`config.mk`:
```
export PLATFORM = sky130hd
export DESIGN_NAME = regfile_sb
export DESIGN_NICKNAME = d
export VERILOG_FILES = /design/src/rtl/regfile_sb.sv
export SDC_FILE = /design/constraint.sdc
export NUM_CORES = 1
export LEC_CHECK = 0
export ABC_CLOCK_PERIOD_IN_PS = 3000
export CAP_MARGIN = 30
export CORE_MARGIN = 2
export CORE_UTILIZATION = 55
export DETAILED_ROUTE_END_ITERATION = 10
export DONT_BUFFER_PORTS = 1
export PLACE_DENSITY = 0.7
export SETUP_SLACK_MARGIN = 0.5
export SLEW_MARGIN = 40
export SYNTH_ARGS = -nofsm -noshare
export SYNTH_HDL_FRONTEND = slang
export SYNTH_SLANG_ARGS = --single-unit
```
`constraint.sdc`:
```
create_clock -name clk -period 3 [get_ports clk]
set_input_delay 0.45 -clock clk [delete_from_list [all_inputs] [get_ports clk]]
set_output_delay 0.45 -clock clk [all_outputs]
set_load 0.01 [all_outputs]
```
`src/rtl/regfile_sb.sv`:
```
// Register file with per-register busy scoreboard: two read ports, one write port, optional bypass.
// Reads are combinational, or registered with one cycle of latency when REG_READ=1. There are no stalls.
module regfile_sb #(
  parameter int WIDTH     = 16,
  parameter int ADDR_BITS = 3,
  parameter int BYPASS    = 1,
  parameter int REG_READ  = 0
) (
  input  logic                    clk,
  input  logic                    rst_n,
  input  logic [ADDR_BITS-1:0]    rd0_addr,
  output logic [WIDTH-1:0]        rd0_data,
  output logic                    rd0_busy,
  input  logic [ADDR_BITS-1:0]    rd1_addr,
  output logic [WIDTH-1:0]        rd1_data,
  output logic                    rd1_busy,
  input  logic                    wr_en,
  input  logic [ADDR_BITS-1:0]    wr_addr,
  input  logic [WIDTH-1:0]        wr_data,
  input  logic                    rsv_en,
  input  logic [ADDR_BITS-1:0]    rsv_addr,
  output logic [2**ADDR_BITS-1:0] busy
);

  localparam int DEPTH = 2**ADDR_BITS;

  logic [WIDTH-1:0] mem [DEPTH];
  logic [DEPTH-1:0] sb;
  logic [DEPTH-1:0] sb_nxt;
  logic [WIDTH-1:0] rd0_d;
  logic [WIDTH-1:0] rd1_d;
  logic             rd0_b;
  logic             rd1_b;

  // Reservation is applied after the writeback clear so that it wins on a same-address collision.
  always_comb begin
    sb_nxt = sb;
    if (wr_en) sb_nxt[wr_addr] = 1'b0;
    if (rsv_en) sb_nxt[rsv_addr] = 1'b1;
  end

  always_ff @(posedge clk or negedge rst_n) begin
    if (!rst_n) begin
      mem <= '{default: '0};
      sb  <= '0;
    end else begin
      if (wr_en) mem[wr_addr] <= wr_data;
      sb <= sb_nxt;
    end
  end

  // Bypass is gated by rst_n so that reset always wins over a concurrent write.
  always_comb begin
    rd0_d = mem[rd0_addr];
    rd0_b = sb[rd0_addr];
    rd1_d = mem[rd1_addr];
    rd1_b = sb[rd1_addr];
    if (BYPASS != 0 && rst_n && wr_en) begin
      if (rd0_addr == wr_addr) begin
        rd0_d = wr_data;
        rd0_b = sb_nxt[rd0_addr];
      end
      if (rd1_addr == wr_addr) begin
        rd1_d = wr_data;
        rd1_b = sb_nxt[rd1_addr];
      end
    end
  end

  generate
    if (REG_READ != 0) begin : g_reg_read
      always_ff @(posedge clk or negedge rst_n) begin
        if (!rst_n) begin
          rd0_data <= '0;
          rd0_busy <= 1'b0;
          rd1_data <= '0;
          rd1_busy <= 1'b0;
        end else begin
          rd0_data <= rd0_d;
          rd0_busy <= rd0_b;
          rd1_data <= rd1_d;
          rd1_busy <= rd1_b;
        end
      end
    end else begin : g_comb_read
      assign rd0_data = rd0_d;
      assign rd0_busy = rd0_b;
      assign rd1_data = rd1_d;
      assign rd1_busy = rd1_b;
    end
  endgenerate

  assign busy = sb;

endmodule

```
==> metrics.md, run 1 <==
| Metric | Value |
|---|---|
| Largest vdd supply drop | `425.5 uV` |
| Measured slew at the worst slew-check pin | `0.6732 ns` |
| Die area | `approximately 15000 um2` |
| Period utilisation layout | `0.7954` |
| Synth cell types | `43` |
| Share of cells above drive strength 1 | `0.4048` |
| Required @ worst endpoint | `2.55 ns` |
| Critical Path AT | `~1.9 ns` |
| Syn nets | `627` |
| Final WL | `18.90 mm` |
| Post-DP HPWL | `~11 mm` |
| Final instance count without filler cells | `763` |
| Vias/cell | `6.658` |
| I/O Buffers | `0` |
| Pin count of the biggest net entering global routing | `about 140` |
| Post-synthesis average cell area | `13.10 um2` |
| Critical path, cell by cell | `mux4_2 > nand2_1 > a21o_1 > o311ai_1 > a31o_1` |
| Area of the core | `13880 um2` |
| Vias in the first global route | `around 5300` |
| ANT cells | `0` |
| Grt total ovfl | `0` |
| Max_cap viols | `0` |
| Later-pin clock latency in the skew report | `roughly 0.42 ns` |
| Effective utilization at floorplan | `0.5616` |
| CTS tree | `done` |
| Top cell type's share of synthesized area | `0.4366` |
| Multi-input logic area | `4149 um2` |
| DR pass1 iterations | `5` |
| PD cells | `673.0 nW/um2` |
| Inst Count DP | `approximately 730` |
| Sink Count | `136` |
| Worst path slowest cell | `mux4_2` |
| DRC viols | `0` |
| Gr usage total | `0.2650` |
| Initial antenna violation count | `0` |
| Die Ht | `~120 um` |
| Final GP Congestion | `about 0.84` |
| Sequential Area | `3403 um2` |
| Final core utilization | `0.6119` |
| Sum of negative setup slack | `0 ns` |
| FFs w/ async S/R, synth | `1.000` |
| Clock skew | `0 ns` |
| Ys Warns | `0` |
| Top FF cell, synth | `dfrtp_1` |
| Fill count | `around 1000` |
| Slew headroom | `0.5505` |
| Clock tree buffer depth | `2` |
| First-pass GRT wire length | `29.27 mm` |
| Root Buffer | `clkbuf_16` |
| H-tree depth | `4` |
| Top cells by count, synth | `dfrtp_1 (136), mux2_2 (112), nand2_1 (88), mux4_2 (68), clkbuf_1 (35)` |
| Post-CTS sizing | `0` |
| Num CTS Buffers | `17` |
| Place WS | `0.6757 ns` |
| Slew Limit Fails | `0` |
| Sequential-to-total area share from yosys stat | `0.4366` |
| Hold WC Path Type | `in -> async` |
| Layout area overhead | `8.957%` |
| Critical path type | `reg -> out` |
| R2r setup slk | `2.04 ns` |
| Top cell type by total area after synthesis | `dfrtp_1` |
| Static Leak | `0.003528 uW` |
| Fin nets | `602` |
| Rows | `43` |
| Setup Viol. Count Final | `0` |
| Startpoint Class | `flop` |
| ANT nets after route | `0` |
| Capturing element type of the critical path | `primary output` |
| Mapped Area | `7795 um2` |
| Post-synth EDFFs | `0` |
| Worst setup margin | `0.6138 ns` |
| Routed len/inst | `~25 um` |
| Failing checks | `hold timing` |
| F_max | `approximately 420 MHz` |
| Yosys reg bits | `~140` |
| Clk slew on worst S/H paths | `0.06 ns` |
| Top post-synthesis cells by area | `dfrtp_1 (44%), mux4_2 (20%), mux2_2 (16%)` |
| Status | `finished with violations` |
| CP peak stage delay | `0.51 ns` |
| Crit path time final | `2.386 ns` |
| Via count | `5080` |
| Most common cell in the netlist | `dfrtp_1` |
| I/O Pins | `74` |
| Final Hold Vio Count | `136` |
| Iter 0 DRT Violations | `392` |
| Post-Synthesis Cells | `595` |
| Hold_ws | `-0.2848 ns` |
| RSZ-0062 raised after global routing | `false` |
| Maximum fanout along the worst path | `5` |
| Post-CTS Setup Inserts | `0` |
| DIE WIDTH | `between 100 and 150 um` |
[cells by family after synthesis]
logic type                synth area share
muxes                               0.4019
buffers and inverters              0.03804
xor gates and xnor gates          0.006742
DFF                                 0.4366
and+or+nand+nor                    0.07368
AOI/OAI and AO/OA                  0.04302
[worst max-delay path: cells and delay by family (launching register included)]
kind	cells	cell delay (ns)
AND/OR/NAND/NOR	1	0.08
multiplexers	1	0.51
flip-flops	1	0.48
AO/OA/AOI/OAI	3	0.45
[routing by layer]
| metal | up-vias | GRT usage | routed length [um] |
|---|---|---|---|
| met3 | 38 | 0.07703 | 1483 |
| met2 | 209 | 0.4102 | 9187 |
| met4 | 0 | 0.1236 | 487 |
| met1 | 2666 | 0.3475 | 7742 |
| li1 | 2167 | - | - |
| met5 | - | 0 | 0 |
[per-stage QoR]
| stage | cell area [um2] | hold slack (ns) | power [uW] |
|---|---|---|---|
| detailed placement | 7928 | 0.1582 | 3766 |
| floorplan | 7795 | 0.1544 | 3559 |
| finish | 8493 | -0.2848 | 5716 |
| CTS | 8493 | -0.2907 | 5748 |
| global placement | 7928 | 0.1588 | 3675 |
| global route | 8493 | -0.2985 | 5976 |
[flip-flops by register name (all words and copies together) (netlist names)]
register	flops
busy	8
mem	128
[where the power goes]
part / switching, uW / internal [uW] / leakage, uW / total [uW]
clock network: 823 / 1160 / 0.000265 / 1980
logic: 444 / 751 / 0.00163 / 1200
registers: 303 / 2230 / 0.00164 / 2540
[worst paths after layout]
path / start / endpoint / depth (start not counted)
max: busy[6] / rd1_busy / 5
min: rst_n / mem[95] / 0
max reg2reg: busy[3] / busy[3] / 2
min reg2reg: mem[52] / mem[52] / 2
max in group asynchronous: rst_n / mem[116] / 0
min in group clk: wr_data[11] / mem[59] / 2
[final cells by class]
| type | instances | share of cell area |
|---|---|---|
| clock inverters | 14 | 0.01488 |
| multi-input cells | 390 | 0.4885 |
| well taps | 180 | 0.02652 |
| inverters | 10 | 0.004420 |
| flip-flops and latches | 136 | 0.4007 |
| repair buffers | 15 | 0.01326 |
| clock buffers | 18 | 0.05171 |
[placed cells by master, fill, tap and decap left out, types with 3 or more instances in the layout]
master	count
nand4b_1	3
a211oi_1	3
nand4_1	3
nor2b_1	4
inv_1	9
mux2i_1	34
clkinv_4	3
mux4_2	68
nand2_1	88
dfrtp_1	136
nor4bb_4	3
clkbuf_16	17
nor2_1	3
mux2_2	112
o21ai_0	34
clkinv_2	3
a21o_1	3
xor2_1	6
clkinvlp_4	5
buf_4	15
Power figures use the tool's default switching activity.
==> run 2: changes to the inputs <==
ABC_CLOCK_PERIOD_IN_PS = 2100   (was 3000)
PLACE_DENSITY = 0.73   (was 0.7)
clock period = 2.1 ns   (was 3 ns; I/O delays follow)
==> metrics.md, run 2 (synthesis results as in run 1) <==
| Metric | Value |
|---|---|
| Slew Limit Fails | `0` |
| Maximum fanout along the worst path | `5` |
| Clk slew on worst S/H paths | `approximately 0.060 ns` |
| Later-pin clock latency in the skew report | `0.43 ns` |
| Measured slew at the worst slew-check pin | `between 0.3 and 0.4 ns` |
| Met3 Resource Use GR | `0.05673` |
| Post-DP HPWL | `between 10 and 15 mm` |
| FF-to-FF path depth | `2` |
| Hold WC Path Type | `in -> async` |
| Critical path type | `reg -> out` |
| Root Buffer | `clkbuf_16` |
| ANT cells | `0` |
| RSZ-0062 raised after global routing | `true` |
| Share of cells above drive strength 1 | `0.5195` |
| Required @ worst endpoint | `about 1.8 ns` |
| First-pass GRT wire length | `~32 mm` |
| Vias in the first global route | `5644` |
| Status | `finished with violations` |
| Pin count of the biggest net entering global routing | `138` |
| Slew headroom | `0.7478` |
| Hold-fix buffers, CTS | `13` |
| Die Ht | `between 100 and 150 um` |
| CTS tree | `done` |
| Die area | `15140 um2` |
| Hold_ws | `-0.4204 ns` |
| Final Cell Area | `9191 um2` |
| Grt total ovfl | `0` |
| Final instance count without filler cells | `796` |
| Crit path time final | `2.205 ns` |
| Effective utilization at floorplan | `0.5616` |
| I/O Buffers | `0` |
| Final core utilization | `0.6622` |
| R2R Path End | `busy[1]` |
| DRC viols | `0` |
| Place WS | `0.2145 ns` |
| Max_cap viols | `0` |
| Rows | `43` |
| Routed len/inst | `24.87 um` |
| Initial antenna violation count | `0` |
| Worst setup margin | `-0.1052 ns` |
| Most frequent standard cell in the layout excluding fill and tap cells | `dfrtp_1` |
| PD cells | `942.3 nW/um2` |
| Via count | `between 5000 and 6000` |
| Period utilisation layout | `1.050` |
| Setup Viol. Count Final | `1` |
| Layout area overhead | `17.91%` |
| Final Hold Vio Count | `136` |
| Layer with the highest usage | `met2` |
| Critical Path AT | `around 1.9 ns` |
| Num CTS Buffers | `17` |
| Clock skew | `0 ns` |
| Setup crit end | `rd1_busy` |
| Static Leak | `0.003793 uW` |
| Final GP Congestion | `0.9165` |
| Area of the core | `13880 um2` |
| Sink Count | `about 140` |
| DR pass1 iterations | `4` |
| Capturing element type of the critical path | `primary output` |
| Routing usage on met1 | `0.3796` |
| I/O Pins | `74` |
| Max reg flops | `approximately 130` |
| Post-Place Cell Area | `8253 um2` |
| Final WL | `slightly below 20 mm` |
| Met2 GRT Util | `0.4613` |
| Gr usage total | `0.2852` |
| Worst Setup SP | `busy[7]` |
| Largest Register | `mem` |
| H-tree depth | `4` |
| Commonest cells after routing, fill and taps aside | `dfrtp_1 (130), mux2_2 (112), nand2_1 (72), mux4_2 (68), buf_4 (34)` |
| Fin nets | `636` |
| FF-to-FF Start | `busy[1]` |
| Clock tree buffer depth | `2` |
| ANT nets after route | `0` |
| Inst Count DP | `roughly 750` |
| DIE WIDTH | `123.1 um` |
| R2r setup slk | `1.16 ns` |
| Vias/cell | `around 6.5` |
| F_max | `453.5 MHz` |
| Largest vdd supply drop | `750.5 uV` |
| Startpoint Class | `flop` |
| Iter 0 DRT Violations | `359` |
| Failing checks | `hold timing, setup timing` |
==> run 2: changes by cell type in the layout (fill, tap and decap cells not counted), moves of 13 or more <==
cell and delta:
buf_4 +19, dlygate4sd3_1 +13, mux2i_1 -18, nand2_1 -16, o21ai_0 -32, o21ai_2 +15
==> run 2: timing repair <==
action                                  4_1_cts  5_1_grt
setup buffers                                 1        6
pin swaps                                     6        3
resized for setup                            39       10
endpoints found under the hold margin       149      136
endpoints found under the setup margin       34       34
==> run 2: worst min-delay path by stage <==
stage                      from        to  slack [ns]
after floorplan           rst_n   busy[0]        0.02
after global placement    rst_n  mem[127]        0.03
after detailed placement  rst_n  mem[127]        0.03
after CTS                 rst_n   mem[84]       -0.43
after global routing      rst_n  mem[116]       -0.43
final                     rst_n   mem[95]       -0.42
==> run 2: final cells by class <==
| class | count | area, um2 |
|---|---|---|
| fillers | 966 | 4690 |
| clock inverters | 12 | 127.6 |
| inverters | 10 | 37.54 |
| repair buffers | 49 | 416.7 |
| well taps | 180 | 225.2 |
| clock buffers | 19 | 442.9 |
| flip-flops and latches | 136 | 3411 |
| multi-input cells | 390 | 4531 |
==> run 2: worst max-delay path: stages (launching register included) <==
cell	delay, ns
dfrtp_2	0.46
mux4_2	0.50
nand2_1	0.07
a21o_1	0.10
o311ai_1	0.09
a31o_1	0.24
==> run 2: per-stage QoR <==
stage / setup TNS, ns / power, uW
CTS: -0.1160 / 8649
detailed placement: 0 / 5560
global route: -0.2491 / 9054
floorplan: 0 / 5232
global placement: 0 / 5411
finish: -0.1052 / 8661
==> run 2: metal layers <==
layer	vias to the layer above	wire, um
met4	0	466
li1	2240	-
met2	175	10100
met3	34	1207
met1	2742	8023
met5	-	0
==> run 2: power by group <==
part	switching (uW)	internal (uW)	total, uW
registers	450	3200	3650
logic	789	1320	2110
clock network	1140	1770	2910
==> run 3: changes to the inputs <==
REMOVE_ABC_BUFFERS = 1   (was default)
==> metrics.md, run 3 (synthesis results as in run 1) <==
| Metric | Value |
|---|---|
| Status | `finished with violations` |
| I/O Buffers | `0` |
| Vias in the first global route | `5383` |
| Hold WC Path Type | `in -> async` |
| Maximum fanout along the worst path | `4` |
| Gr usage total | `0.2809` |
| R2r setup slk | `1.18 ns` |
| Sink Count | `136` |
| Inst Count DP | `731` |
| DIE WIDTH | `around 120 um` |
| Pin count of the biggest net entering global routing | `138` |
| DR pass1 iterations | `5` |
| Fill count | `slightly below 1000` |
| Startpoint Class | `flop` |
| Routed len/inst | `between 20 and 30 um` |
| Rows | `43` |
| Initial antenna violation count | `0` |
| Final instance count without filler cells | `approximately 780` |
| Num CTS Buffers | `17` |
| Most frequent standard cell in the layout excluding fill and tap cells | `dfrtp_1` |
| Critical path type | `reg -> out` |
| RSZ-0062 raised after global routing | `true` |
| Failing checks | `hold timing, setup timing` |
| CTS tree | `done` |
| Max reg flops | `around 130` |
| Comb pwr share | `0.236` |
| Required @ worst endpoint | `1.78 ns` |
| Hold_ws | `-0.4067 ns` |
| Grt total ovfl | `0` |
| Commonest cells after routing, fill and taps aside | `dfrtp_1 (130), mux2_2 (112), nand2_1 (88), mux4_2 (68), o21ai_2 (31)` |
| Via count | `approximately 5200` |
| Root Buffer | `clkbuf_16` |
| Static Leak | `around 0.0036 uW` |
| Effective utilization at floorplan | `0.5616` |
| Crit path time final | `about 2.2 ns` |
| Worst Setup SP | `busy[3]` |
| First-pass GRT wire length | `30.84 mm` |
| ANT cells | `0` |
| Psw | `between 2000 and 2500 uW` |
| Die Ht | `123.1 um` |
| Post-DP HPWL | `11.35 mm` |
| Share of cells above drive strength 1 | `0.4950` |
| Area of the core | `between 10000 and 15000 um2` |
| Hold-fix buffers, CTS | `9` |
| Layout area overhead | `14.59%` |
| Later-pin clock latency in the skew report | `approximately 0.42 ns` |
| Clk slew on worst S/H paths | `0.06 ns` |
| Clock skew | `0 ns` |
| Measured slew at the worst slew-check pin | `around 0.4 ns` |
| Period utilisation layout | `1.043` |
| H-tree depth | `4` |
| Largest Register | `mem` |
| Capturing element type of the critical path | `primary output` |
| I/O Pins | `74` |
| Largest vdd supply drop | `between 600 and 700 uV` |
| Critical Path AT | `1.87 ns` |
| Max_cap viols | `0` |
| Die area | `about 15000 um2` |
| Sum of negative setup slack | `-0.1193 ns` |
| PD cells | `961.0 nW/um2` |
| Worst setup margin | `-0.08970 ns` |
| Iter 0 DRT Violations | `551` |
| Final GP Congestion | `between 0.8 and 0.9` |
| Final WL | `19.90 mm` |
| Pwr Total | `8584 uW` |
| Sw Ratio | `0.2677` |
| Clk network pwr share | `0.341` |
| DRC viols | `0` |
| Clock tree buffer depth | `2` |
| Setup Viol. Count Final | `2` |
| Slew headroom | `0.7302` |
| Slew Limit Fails | `0` |
| Vias/cell | `6.710` |
| ANT nets after route | `0` |
| FF-to-FF Start | `busy[3]` |
| Fin nets | `617` |
| Final Hold Vio Count | `136` |
| F_max | `roughly 460 MHz` |
| Int Power | `6286 uW` |
| Sequential share of power | `0.424` |
==> run 3: timing repair <==
| action | CTS | global route |
|---|---|---|
| endpoints found under the setup margin | 34 | 34 |
| setup buffers | 3 | 3 |
| resized for setup | 87 | 13 |
| endpoints found under the hold margin | 145 | 136 |
| pin swaps | 6 | 7 |
==> run 3: layer usage <==
| layer | vias up | part of all wire | track usage |
|---|---|---|---|
| met4 | 0 | 0.017 | 0.09446 |
| li1 | 2207 | - | - |
| met1 | 2738 | 0.40 | 0.3896 |
| met5 | - | 0 | 0 |
| met3 | 34 | 0.082 | 0.06780 |
| met2 | 241 | 0.50 | 0.4410 |
==> run 3: path summary, 6_finish.rpt <==
check | endpoint | cells past startpoint
min reg2reg | mem[57] | 2
min in group clk | mem[62] | 2
max reg2reg | busy[3] | 2
max in group asynchronous | busy[0] | 0
max | rd1_busy | 5
min | mem[67] | 0
==> run 3: critical path, stage by stage, from the launching register on <==
cell	delay (ns)
dfrtp_2	0.45
mux4_2	0.48
nand2_1	0.08
a21o_1	0.11
o311ai_1	0.08
a31o_1	0.25
==> run 3: final cells by class <==
cell class / count / area [um2] / share of cell area
Timing Repair Buffer: 30 / 284.0 / 0.03180
Inverter: 10 / 37.54 / 0.004202
Sequential cell: 136 / 3411 / 0.3818
Clock buffer: 24 / 481.7 / 0.05393
Multi-Input combinational cell: 390 / 4398 / 0.4924
Tap cell: 180 / 225.2 / 0.02521
Clock inverter: 8 / 95.09 / 0.01065
==> run 3: power groups by stage <==
stage,sequential (uW),combinational [uW],clock [uW]
after floorplan,3510,1460,0
after detailed placement,3660,1730,0
final,3640,2020,2920
after CTS,3630,1960,2950
after global routing,3710,2170,3060
after global placement,3590,1670,0
==> run 3: through the flow <==
stage / util / hold slack (ns) / cell area, um2 / setup slack [ns]
global placement: 0.5729 / 0.02343 / 7953 / 0.2318
finish: 0.6435 / -0.4067 / 8932 / -0.08970
CTS: 0.6371 / -0.4192 / 8843 / -0.08713
detailed placement: 0.5729 / 0.02262 / 7953 / 0.2047
global route: 0.6435 / -0.4173 / 8932 / -0.1691
floorplan: - / 0.01941 / 7536 / -1.032
==> RTL edit (flow settings as in run 3) <==
`WIDTH`: 16 -> 20.
--- a/src/rtl/regfile_sb.sv
+++ b/src/rtl/regfile_sb.sv
@@ -1,7 +1,7 @@
 // Register file with per-register busy scoreboard: two read ports, one write port, optional bypass.
 // Reads are combinational, or registered with one cycle of latency when REG_READ=1. There are no stalls.
 module regfile_sb #(
-  parameter int WIDTH     = 16,
+  parameter int WIDTH     = 20,
   parameter int ADDR_BITS = 3,
   parameter int BYPASS    = 1,
   parameter int REG_READ  = 0
Interface: changed (resized rd0_data, rd1_data and wr_data); port bits go from 74 to 86. No check against the original RTL was run, so the function may have changed too.
==> RTL edit against run 3 <==
  * Non-clock buffer count increased by 50
  * Via count up 35%
  * Worst setup slack improved by 0.076 ns
  * The run still ends with negative hold slack, negative setup slack left
  * Clock power is 8.6% higher
  * Total power is 17% higher
  * Synthesized cell count increased by 42%
  * Design area rose by 22%
  * Synthesized area up 22%
  * Die area is 21% higher
  * Sequential cell count up 32
  * Largest power group unchanged
  * Routed wire length is 30% higher
  * Global-route usage increased by 1.6 points
==> RTL edit: results (changes against run 3) <==
Outcome
  • Status: complete, but fails checks
  • Failing checks: negative hold slack, negative setup slack

Hold path
  • Worst hold path class: in2async

Clock network
  • Worst-Skew Late Latency: 0.42 ns (about the same)
  • CTS HTree Levels: 4 (unchanged)
  • CTS root buf: clkbuf_16

Final layout
  • Fill cell count: 1290 (+31%)
  • Fin cells: 1104 (+42%)
  • Final net count: 902 (+46%)
  • Largest register FFs: 160 (+25%)
  • Layout cells sized above 1: 33.79% (-16 points)

Timing
  • Setup ws final: -0.01399 ns (+0.07571 ns)
  • Hold_ws: -0.4167 ns (-0.009991 ns)
  • Worst slew margin: 62.93% (-10 points)
  • Setup-failing EPs final: 1 (-1)
  • TNS Setup: -0.01399 ns (+0.1053 ns)
  • Final hold violations: 168 (+24%)
  • Max Clock Skew: 0 ns (unchanged)

Logic synthesis
  • Area contributors post-synth: dfrtp_1 (44%), mux4_2 (20%), nand2_1 (11%)
  • Post-Syn Instances: 847 (+42%)
  • Sequential share of the synthesized area: 44.19% (+0.53 points)
  • Unique cell type count in the Yosys netlist: 36 (-16%)
  • Post-synthesis mux area share: 33.80% (-6.4 points)
  • Synth Area in Compound Gates: 4.222% (-0.080 points)
  • Synth top cells by count: nand2_1 (289), dfrtp_1 (168), mux4_2 (84)
  • Post-Synth XOR/XNOR Area: 0.5524% (-0.12 points)

Power and ir drop
  • Leak: 0.004846 uW (+33%)
  • Worst IR Drop VDD: 0.0006613 V (+0.49%)

Route
  • Wl on met1: 9.908 mm (+24%)
  • DR vias/cell: 6.361 (-5.2%)
  • Avg WL per Cell: 23.51 um (-8.1%)
  • Wire length on met3: 2.449 mm (+51%)
  • Initial DRC Count: 546 (-0.91%)
  • Metal2 WL: 13.22 mm (+33%)

Placed design
  • Place WS: 0.1213 ns (-0.08335 ns)
  • Dpl hpwl: 14.37 mm (+27%)
  • GPL Wtd Cong: 0.8725 (+0.58%)
  • Placed insts: 1041 (+42%)

Global routing
  • GRT Util Overall: 29.70% (+1.6 points)
  • Maximum number of pins on one net before global-route repair: 170 (+23%)
  • First-pass GRT wire length: 40.59 mm (+32%)
  • Initial antenna violation count: 0 (unchanged)
  • Vias in the first global route: 7412 (+38%)

Worst setup path
  • CP Max Fanout: 5 (+1)
  • Worst path arrival time: 1.80 ns (-0.07 ns)
==> RTL edit: cell count changes after synthesis, moves of 5 or more <==
cell | before | now
a21o_1 | 3 | 8
buf_1 | 2 | 7
buf_2 | 18 | 9
clkbuf_1 | 35 | 63
dfrtp_1 | 136 | 168
inv_1 | 9 | 4
mux2_2 | 112 | 82
mux2i_1 | 34 | 40
mux4_2 | 68 | 84
nand2_1 | 88 | 289
o21ai_0 | 34 | 43
==> RTL edit: worst max-delay path: stages, from the launching register on <==
cell     delay, ns
dfrtp_2       0.45
mux4_2        0.51
nand2_2       0.08
a21oi_2       0.05
a41oi_2       0.18
nand2_2       0.10
==> RTL edit: area by class of cell <==
| type | instances | area, um^2 | share of cell area [%] |
|---|---|---|---|
| inverter | 6 | 22.52 | 0.2059 |
| multi-input combinational | 593 | 5156 | 47.13 |
| clock buffer | 21 | 460.4 | 4.209 |
| clock inverter | 11 | 137.6 | 1.258 |
| sequential | 168 | 4210 | 38.48 |
| tap | 225 | 281.5 | 2.573 |
| timing repair buffer | 80 | 671.9 | 6.141 |
==> RTL edit: logic make-up after synthesis <==
logic type / after synthesis
flip-flops: 168
buffers and inverters: 86
AND/OR/NAND/NOR: 313
multiplexers: 206
XOR/XNOR: 6
AO/OA/AOI/OAI: 68
==> RTL edit: metrics by stage <==
stage,util (%),area (um^2)
after floorplan,-,9194
after global placement,57.79,9891
after detailed placement,57.79,9891
after CTS,63.36,10850
after global routing,63.92,10940
final,63.92,10940
==> RTL edit: report_power, final <==
part / switching (uW) / total, uW / internal [uW]
logic: 975 / 2470 / 1490
registers: 525 / 4430 / 3900
clock network: 1330 / 3170 / 1840
==> RTL edit: repair_timing <==
item | 4_1_cts | 5_1_grt
pin swaps | 5 | 4
setup endpoints to repair | 42 | 42
hold buffers | 20 | 2
setup buffers | 6 | 3
gates resized for setup | 52 | 11
hold endpoints to repair | 226 | 170
==> RTL edit: worst paths after layout <==
check                                 start  endpoint  slack, ns  cells after the start
worst max-delay path                busy[3]  rd1_busy      -0.01                      5
worst min-delay path                  rst_n   busy[3]      -0.42                      0
worst max register to register      mem[99]   mem[99]       1.06                      3
worst min register to register     mem[107]  mem[107]       0.50                      2
max in group asynchronous             rst_n   mem[63]       2.25                      0
min in group clk                wr_data[17]   mem[77]       0.01                      2
==> RTL edit: per-layer routing <==
| layer | vias up | track usage (%) |
|---|---|---|
| met2 | 353 | 50.11 |
| li1 | 3060 | - |
| met4 | 0 | 8.681 |
| met5 | - | 0 |
| met3 | 38 | 8.380 |
| met1 | 3572 | 37.83 |
